==> src/rtl/fnd_scan_controller_if.sv <==
// Display-side bundle of the FND scan controller: value/dot inputs and
// the active-low digit/segment pins.
interface fnd_scan_controller_if;
  logic [13:0] count;
  logic [3:0]  dot_en;
  logic [3:0]  fnd_digit;
  logic [7:0]  fnd_data;

  modport master (
    output count,
    output dot_en,
    input  fnd_digit,
    input  fnd_data
  );

  modport slave (
    input  count,
    input  dot_en,
    output fnd_digit,
    output fnd_data
  );
endinterface

==> src/rtl/fnd_scan_controller.sv <==
// Four-digit time-multiplexed common-anode 7-segment driver. It captures
// the count once per frame and scans its decimal digits out at SCAN_DIV clocks per digit.
module fnd_scan_controller #(
  parameter int unsigned SCAN_DIV = 100_000,
  parameter bit          BLANK_LZ = 1'b1
) (
  input logic                  clk,
  input logic                  reset,
  fnd_scan_controller_if.slave bus
);

  localparam int unsigned    DW       = $clog2(SCAN_DIV);
  localparam logic [DW-1:0]  DIV_LAST = DW'(SCAN_DIV - 1);

  logic [DW-1:0] r_div_cnt;
  logic [1:0]    r_idx;
  logic [13:0]   r_shadow;
  logic [3:0]    r_dot_sh;
  logic [3:0]    r_fnd_digit;
  logic [7:0]    r_fnd_data;

  logic          w_tick;
  logic          w_wrap;
  logic [1:0]    w_idx_nxt;
  logic [13:0]   w_shadow_nxt;
  logic [3:0]    w_dot_nxt;
  logic [13:0]   w_q10;
  logic [13:0]   w_q100;
  logic [13:0]   w_q1000;
  logic [3:0]    w_dig [4];
  logic [3:0]    w_lz;
  logic          w_oor;
  logic [7:0]    w_code;

  function automatic logic [7:0] seg7(input logic [3:0] d);
    case (d)
      4'd0:    seg7 = 8'hC0;
      4'd1:    seg7 = 8'hF9;
      4'd2:    seg7 = 8'hA4;
      4'd3:    seg7 = 8'hB0;
      4'd4:    seg7 = 8'h99;
      4'd5:    seg7 = 8'h92;
      4'd6:    seg7 = 8'h82;
      4'd7:    seg7 = 8'hF8;
      4'd8:    seg7 = 8'h80;
      4'd9:    seg7 = 8'h90;
      default: seg7 = 8'hFF;
    endcase
  endfunction

  assign w_tick       = (r_div_cnt == DIV_LAST);
  assign w_wrap       = w_tick && (r_idx == 2'd3);
  assign w_idx_nxt    = w_tick ? r_idx + 2'd1 : r_idx;
  assign w_shadow_nxt = w_wrap ? bus.count  : r_shadow;
  assign w_dot_nxt    = w_wrap ? bus.dot_en : r_dot_sh;

  // Outputs are decoded from next-state idx/shadow so the pins register on
  // the same edge as the scan position and the frame capture.
  assign w_q10    = w_shadow_nxt / 14'd10;
  assign w_q100   = w_shadow_nxt / 14'd100;
  assign w_q1000  = w_shadow_nxt / 14'd1000;
  assign w_dig[0] = 4'(w_shadow_nxt % 14'd10);
  assign w_dig[1] = 4'(w_q10   % 14'd10);
  assign w_dig[2] = 4'(w_q100  % 14'd10);
  assign w_dig[3] = 4'(w_q1000 % 14'd10);

  assign w_lz  = {w_shadow_nxt < 14'd1000, w_shadow_nxt < 14'd100,
                  w_shadow_nxt < 14'd10, 1'b0};
  assign w_oor = (w_shadow_nxt > 14'd9999);

  always_comb begin
    w_code = seg7(w_dig[w_idx_nxt]);
    if (w_oor) begin
      w_code = 8'hBF;
    end else if (BLANK_LZ && w_lz[w_idx_nxt]) begin
      w_code = 8'hFF;
    end
    if (w_dot_nxt[w_idx_nxt]) begin
      w_code[7] = 1'b0;
    end
  end

  always_ff @(posedge clk) begin
    if (!reset) begin
      r_div_cnt   <= '0;
      r_idx       <= '0;
      r_shadow    <= '0;
      r_dot_sh    <= '0;
      r_fnd_digit <= 4'b1110;
      r_fnd_data  <= 8'hC0;
    end else begin
      r_div_cnt   <= w_tick ? '0 : r_div_cnt + DW'(1);
      r_idx       <= w_idx_nxt;
      r_shadow    <= w_shadow_nxt;
      r_dot_sh    <= w_dot_nxt;
      r_fnd_digit <= ~(4'b0001 << w_idx_nxt);
      r_fnd_data  <= w_code;
    end
  end

  assign bus.fnd_digit = r_fnd_digit;
  assign bus.fnd_data  = r_fnd_data;

endmodule

==> src/flat_wrapper.sv <==
// flat-port wrapper written by rule: the top's interface ports become plain ports
module fnd_scan_controller_flat 
#(
  parameter int unsigned SCAN_DIV = 100_000,
  parameter bit          BLANK_LZ = 1'b1
)
  (clk, reset, bus_count, bus_dot_en, bus_fnd_digit, bus_fnd_data);
  fnd_scan_controller_if bus_i ();
  input logic clk;
  input logic reset;
  input wire logic [$bits(bus_i.count)-1:0] bus_count;
  input wire logic [$bits(bus_i.dot_en)-1:0] bus_dot_en;
  output wire logic [$bits(bus_i.fnd_digit)-1:0] bus_fnd_digit;
  output wire logic [$bits(bus_i.fnd_data)-1:0] bus_fnd_data;
  assign bus_i.count = bus_count;
  assign bus_i.dot_en = bus_dot_en;
  assign bus_fnd_digit = bus_i.fnd_digit;
  assign bus_fnd_data = bus_i.fnd_data;
  fnd_scan_controller #(.SCAN_DIV(SCAN_DIV), .BLANK_LZ(BLANK_LZ)) u_core (.clk(clk), .reset(reset), .bus(bus_i));
endmodule
==> config.mk <==
export PLATFORM = sky130hd
export DESIGN_NAME = fnd_scan_controller_flat
export DESIGN_NICKNAME = d
export VERILOG_FILES = /design/src/rtl/fnd_scan_controller_if.sv /design/src/rtl/fnd_scan_controller.sv /design/src/flat_wrapper.sv
export SDC_FILE = /design/constraint.sdc
export NUM_CORES = 1
export LEC_CHECK = 0
export CAP_MARGIN = 20
export CELL_PAD_IN_SITES_DETAIL_PLACEMENT = 1
export CELL_PAD_IN_SITES_GLOBAL_PLACEMENT = 1
export CORE_ASPECT_RATIO = 1.5
export CORE_MARGIN = 8
export CORE_UTILIZATION = 35
export DETAILED_ROUTE_END_ITERATION = 7
export MAX_ROUTING_LAYER = met4
export PLACE_DENSITY_LB_ADDON = 0.1
export SKIP_CTS_REPAIR_TIMING = 1
export SKIP_LAST_GASP = 1
export SLEW_MARGIN = 5
export SYNTH_ARGS = -nofsm -noshare
export SYNTH_HDL_FRONTEND = slang
export SYNTH_SLANG_ARGS = --single-unit
==> constraint.sdc <==
create_clock -name clk -period 29.2 [get_ports clk]
set_input_delay 8.76 -clock clk [delete_from_list [all_inputs] [get_ports clk]]
set_output_delay 8.76 -clock clk [all_outputs]
set_load 0.05 [all_outputs]
* Yosys cells after proc, flatten, opt, wreduce, memory -nomap -nowiden *
Memory sizes are Yosys's and may differ from the RTL's.
Cells that the tools add are included.

operators by class
  multiplexer cells = 13
  equality and inequality tests = 2
  reduce and logical (&&, ||, !) cells = 2
  $lt $le $gt $ge = 6
  bitwise operators = 3
  $add $sub $neg = 2
  divide/modulo/power cells = 7
  shift operators = 1

operators by type and width
  operator                  number
  $mod A14 B4 Y14 const B   4
  $add A17 B1 Y17 const B   1
  $eq A17 B17 Y1 const B    1
  $mux W8                   2
  $div A14 B10 Y14 const B  1
  $div A14 B4 Y14 const B   1
  $div A14 B7 Y14 const B   1
  $gt A14 B14 Y1 const B    1
  $lt A14 B10 Y1 const B    1
  $lt A14 B4 Y1 const B     1
  $lt A14 B7 Y1 const B     1
  $mux W14                  1
  $mux W4                   3
  $bmux W4 S2               1
  $bmux W1 S2               2
  $not A4 Y4                1
  $shl A1 B2 Y4 const A     1
  $ge A3 B3 Y1 const B      1
  $lt A2 B3 Y1 const B      1
  $mux W1                   3
  $not A2 Y3                1
  $add A2 B1 Y2 const B     1
  $eq A2 B2 Y1 const B      1
  $mux W2                   1
  other kinds (3)           3

storage, ports and cells
  logic and storage cells = 43
  register bits after elaboration = 49
  memory bits (read-only) = 112
  input bits = 20
  memories = 1

memory list
  name              words  width  rd ports  clocked after memory_dff  wr ports  line                       source
  (name not given)  16     7      1         0                         0         fnd_scan_controller.sv:36  case (d)

* Logic depth before layout (Yosys ltp) *
An unclocked memory read counts as a cell.

  depth after elaboration = 12
  depth in mapped cells = 32

* Worst setup path after synthesis *
OpenSTA, ideal clock, no wires.

  path kind = input port to flip-flop
  from = in bus_count[10]
  to = reg u_core.r_fnd_data[5], in the netlist u_core.bus.fnd_data[5]
  cell stages on the path = 28
  slack = 13.870 ns
  data arrival time = 15.209 ns
  required time = 29.078 ns
  buffers on the path = 3
  library setup time = 0.122 ns
  cells stage by stage = buf_2 or3_4 a32oi_4 xnor2_1 nor3_4 o31ai_4 mux2_4 a211o_1 and2_1 buf_6 a31oi_4 clkbuf_1 xnor2_1 a21oi_1 o21ai_0 ha_1 nand2b_1 or3_1 a21oi_1 a211oi_2 xnor2_1 ha_1 nand2_1 o22ai_1 or3_1 a211oi_4 inv_2 o311a_1

between the ends
  cells in the longest elaborated chain, start to end = 9

ends and longest elaborated chain
  element                                     line                                                                             source
  start, declared                             flat_wrapper.sv:11                                                               input wire logic [$bits(bus_i.count)-1:0] bus_count;
  $mux W14 (*)                                fnd_scan_controller.sv:54                                                        assign w_shadow_nxt = w_wrap ? bus.count : r_shadow;
  $div A14 B10 Y14 (tied with other cells)    fnd_scan_controller.sv:61                                                        assign w_q1000 = w_shadow_nxt / 14'd1000;
  $mod A14 B4 Y14, on equally long branches   fnd_scan_controller.sv:65, fnd_scan_controller.sv:63, fnd_scan_controller.sv:64
  $bmux W4 S2                                 fnd_scan_controller.sv:72                                                        w_code = seg7(w_dig[w_idx_nxt]);
  $mux W4 (not written as such) (2 in a row)  fnd_scan_controller.sv:72
  $mem_v2 Z16 W7                              --
  $mux W8                                     fnd_scan_controller.sv:75                                                        end else if (BLANK_LZ && w_lz[w_idx_nxt]) begin
  $mux W8 (*)                                 fnd_scan_controller.sv:73                                                        if (w_oor) begin
  end signal, assigned                        fnd_scan_controller.sv:97                                                        r_fnd_data <= w_code;
  end, declared                               fnd_scan_controller.sv:20                                                        logic [7:0] r_fnd_data;

Every way passes the cells marked *; elsewhere a longest branch is shown, timed or not. The select of a mux whose other input is x is not followed.
A chain may end at the register's enable or synchronous reset.

* Worst setup path in the final report *
  from = in bus_count[13]
  to = reg u_core.r_fnd_data[5], in the netlist u_core.bus.fnd_data[5]

Same word-level chain as after synthesis.

==> summary.txt <==
Final layout
  • Layout Cells excl Fill: 1301
  • Syn-to-layout area delta: 7.46%
  • Antenna cells: 0
  • Nets: 1069
  • Share of layout cells above drive strength 1: 8.42%
  • Fillers: ~2600
  • Fin area: 0.00799 mm^2

Timing
  • Final clock skew: between 0.009 and 0.01 ns
  • Setup violators final: 0
  • Maximum clock frequency: approximately 0.059 GHz
  • Final Cycle Share: between 50% and 60%
  • Rel. slew slack: 33.0%
  • Final Max Slew Viols: 0
  • Least-Margin Pin Slew: around 1.0 ns
  • Unrepaired setup endpoints after global routing: no
  • Final hold vios: 0
  • Setup WS post-layout: about 12 ns
  • Final min period: around 17 ns
  • Setup TNS: 0 ns

Synth
  • Syn_area_per_cell: roughly 7.1 um^2
  • Seq/Total Area, Yosys: a little over an eighth
  • Count leader, synth: nor2_1
  • Number of distinct library cells after synthesis: 108
  • Top FF cell, synth: dfxtp_1
  • Top cells by count, synth: nor2_1, nand2_1, a21oi_1, o21ai_0, dfxtp_1
  • Top post-synthesis cells by area: dfxtp_1, nor2_1, nand2_1
  • Top cell type's share of synthesized area: 13.2%
  • Syn nets: between 1000 and 1500
  • Synth Register Bits: 49
  • Cell accounting for the most synthesized area: dfxtp_1
  • Async set-reset flop share out of synthesis: 0%
  • Cell count after synthesis: 1051
  • Netlist Area Pre-Place: 0.00743 mm^2
  • EDFF count, synth: 0
  • Syn. warnings: 0

Global routing
  • Largest net degree at the start of global routing: 28
  • Antenna violations before repair: 0
  • GRT Util Overall: between 20% and 30%
  • First-pass GRT wire length: about 45 mm
  • Congestion Overflow GR: 0
  • Vias in the first global route: just over 8000

Worst setup path
  • R2R depth: 26
  • Critical Path End Type: flop
  • Worst Setup Start Kind: primary input
  • Worst-path maximum fanout: 22
  • CP most frequent cell: xnor2_1
  • Worst Setup Path Type: in -> reg
  • Slowest-stage cell, CP: clkdlybuf4s50_1
  • Worst Path Required: between 20 and 30 ns
  • Crit-path max cell delay: 0.82 ns
  • Critical path arrival: around 17 ns

Run status
  • Outcome: complete, no violations

Pwr
  • Maximum VDD drop: between 0.015 and 0.02 mV
  • PwrDens: 17.7 mW/mm^2
  • Static Leak: about 0.0029 uW

Die
  • Core area: 0.0210 mm^2
  • Die Y: roughly 190 um
  • Die W: about 130 um
  • Initial Util: between 30% and 40%
  • Row count: 65
  • IO Count: 32
  • Die ar.: ~0.026 mm^2

Clocking
  • Clock buffer count from CTS: 5
  • Worst skew pair latency: 0.29 ns
  • Clock tree from TritonCTS: built
  • Clk buf depth: 2
  • Htree depth: 2
  • CTS Sinks: between 40 and 50
  • Clock slew seen by the registers of the worst setup and hold paths: ~0.070 ns
  • Clk root buf: clkbuf_16

Place
  • Detailed placer's ending HPWL: roughly 22 mm
  • Placer Congestion: approximately 0.87
  • PortBufs: 31
  • Post-DP Area: between 0.007 and 0.008 mm^2
  • Cells after DPL: about 1300
  • DP Worst Slack: between 10 and 15 ns

Detailed routing
  • Drt total wl: 28.0 mm
  • Routed vias/inst: around 6.3
  • DRT iter0 DRCs: between 400 and 500
  • DRC: 0
  • First-pass iteration count of the detailed router: 5
  • Routed via count: approximately 8200
  • Drt wl/cell: 21.5 um
  • Antenna Nets Post-Route: 0

Worst hold path
  • Worst min path class: reg -> reg
  • Hold depth: 2

Run
  • Number of max-cap violations: 0
-- worst max-delay path, delay by kind of cell --
kind / cells / cell delay, ns
xor+xnor: 2 / 0.85
buf+inv: 3 / 1.16
compound gates: 14 / 4.19
simple gates: 6 / 1.92
fa+ha+maj: 1 / 0.34
-- cell usage in the layout, fill, tap and decap left out, types with 13 or more instances in the layout --
cell type          n
nand4_1           19
and3_1            15
nand3_1           45
nand2_1           98
and2_1            14
a31oi_1           16
inv_1             19
nor2b_1           15
nor3_1            35
nor2_1           110
nand2b_1          14
o21a_1            14
o211ai_1          17
a211oi_1          13
a211o_1           15
mux2i_1           29
or3_1             18
clkdlybuf4s50_1   31
a21oi_1           70
ha_1              17
dfxtp_1           49
xnor2_1           34
o21ai_0           54
xor2_1            17
-- sequential cells by signal, summed over array words and instances, names as in the netlist --
signal and flops:
u_core.r_idx 2, u_core.bus.fnd_data 8, u_core.bus.fnd_digit 4, u_core.r_div_cnt 17, u_core.r_dot_sh 4, u_core.r_shadow 14
-- power by group --
group          switching [uW]  internal, uW  leakage [uW]
Sequential              0.333          67.1      0.000395
Clock                    27.2          32.0     0.0000712
Combinational            8.80          5.86       0.00248
-- layout make-up --
class / count / area [um^2] / share of cell area [%]
flip-flops and latches: 49 / 981 / 12.3
clock buffers: 6 / 129 / 1.61
well taps: 268 / 335 / 4.20
inverters: 27 / 101 / 1.27
repair buffers: 42 / 393 / 4.92
clock inverters: 2 / 13.8 / 0.172
multi-input cells: 907 / 6030 / 75.5
-- per-layer routing --
layer	track usage, %	up-vias	wire, um
met1	24.2	4113	11700
met5	-	-	0
met3	1.39	54	452
li1	-	3939	-
met4	7.68	0	1010
met2	38.8	141	14800
-- stage by stage --
stage / util [%] / hold WS (ns) / total power [uW]
floorplan: - / 0.427 / 78.3
global placement: 37.4 / 0.439 / 83.6
detailed placement: 37.4 / 0.457 / 83.7
CTS: 38.1 / 0.465 / 143
global route: 38.1 / 0.509 / 148
finish: 38.1 / 0.461 / 141
-- kinds of logic after synthesis --
kind of cell	after synthesis	share of synthesized area, %
fa+ha+maj	19	3.13
buf+inv	95	5.72
simple gates	437	29.9
mux	45	6.45
flops	49	13.2
compound gates	354	35.4
xor+xnor	52	6.23
-- worst paths after layout --
| path | start | to | slack (ns) |
|---|---|---|---|
| setup / recovery | bus_count[13] | u_core.bus.fnd_data[5] | 12.13 |
| hold / removal | u_core.r_dot_sh[2] | u_core.r_dot_sh[2] | 0.46 |
| setup reg to reg | u_core.r_div_cnt[0] | u_core.bus.fnd_data[5] | 20.45 |
| hold reg to reg | u_core.r_dot_sh[2] | u_core.r_dot_sh[2] | 0.46 |
No activity file was read; power rests on OpenSTA's default activity.
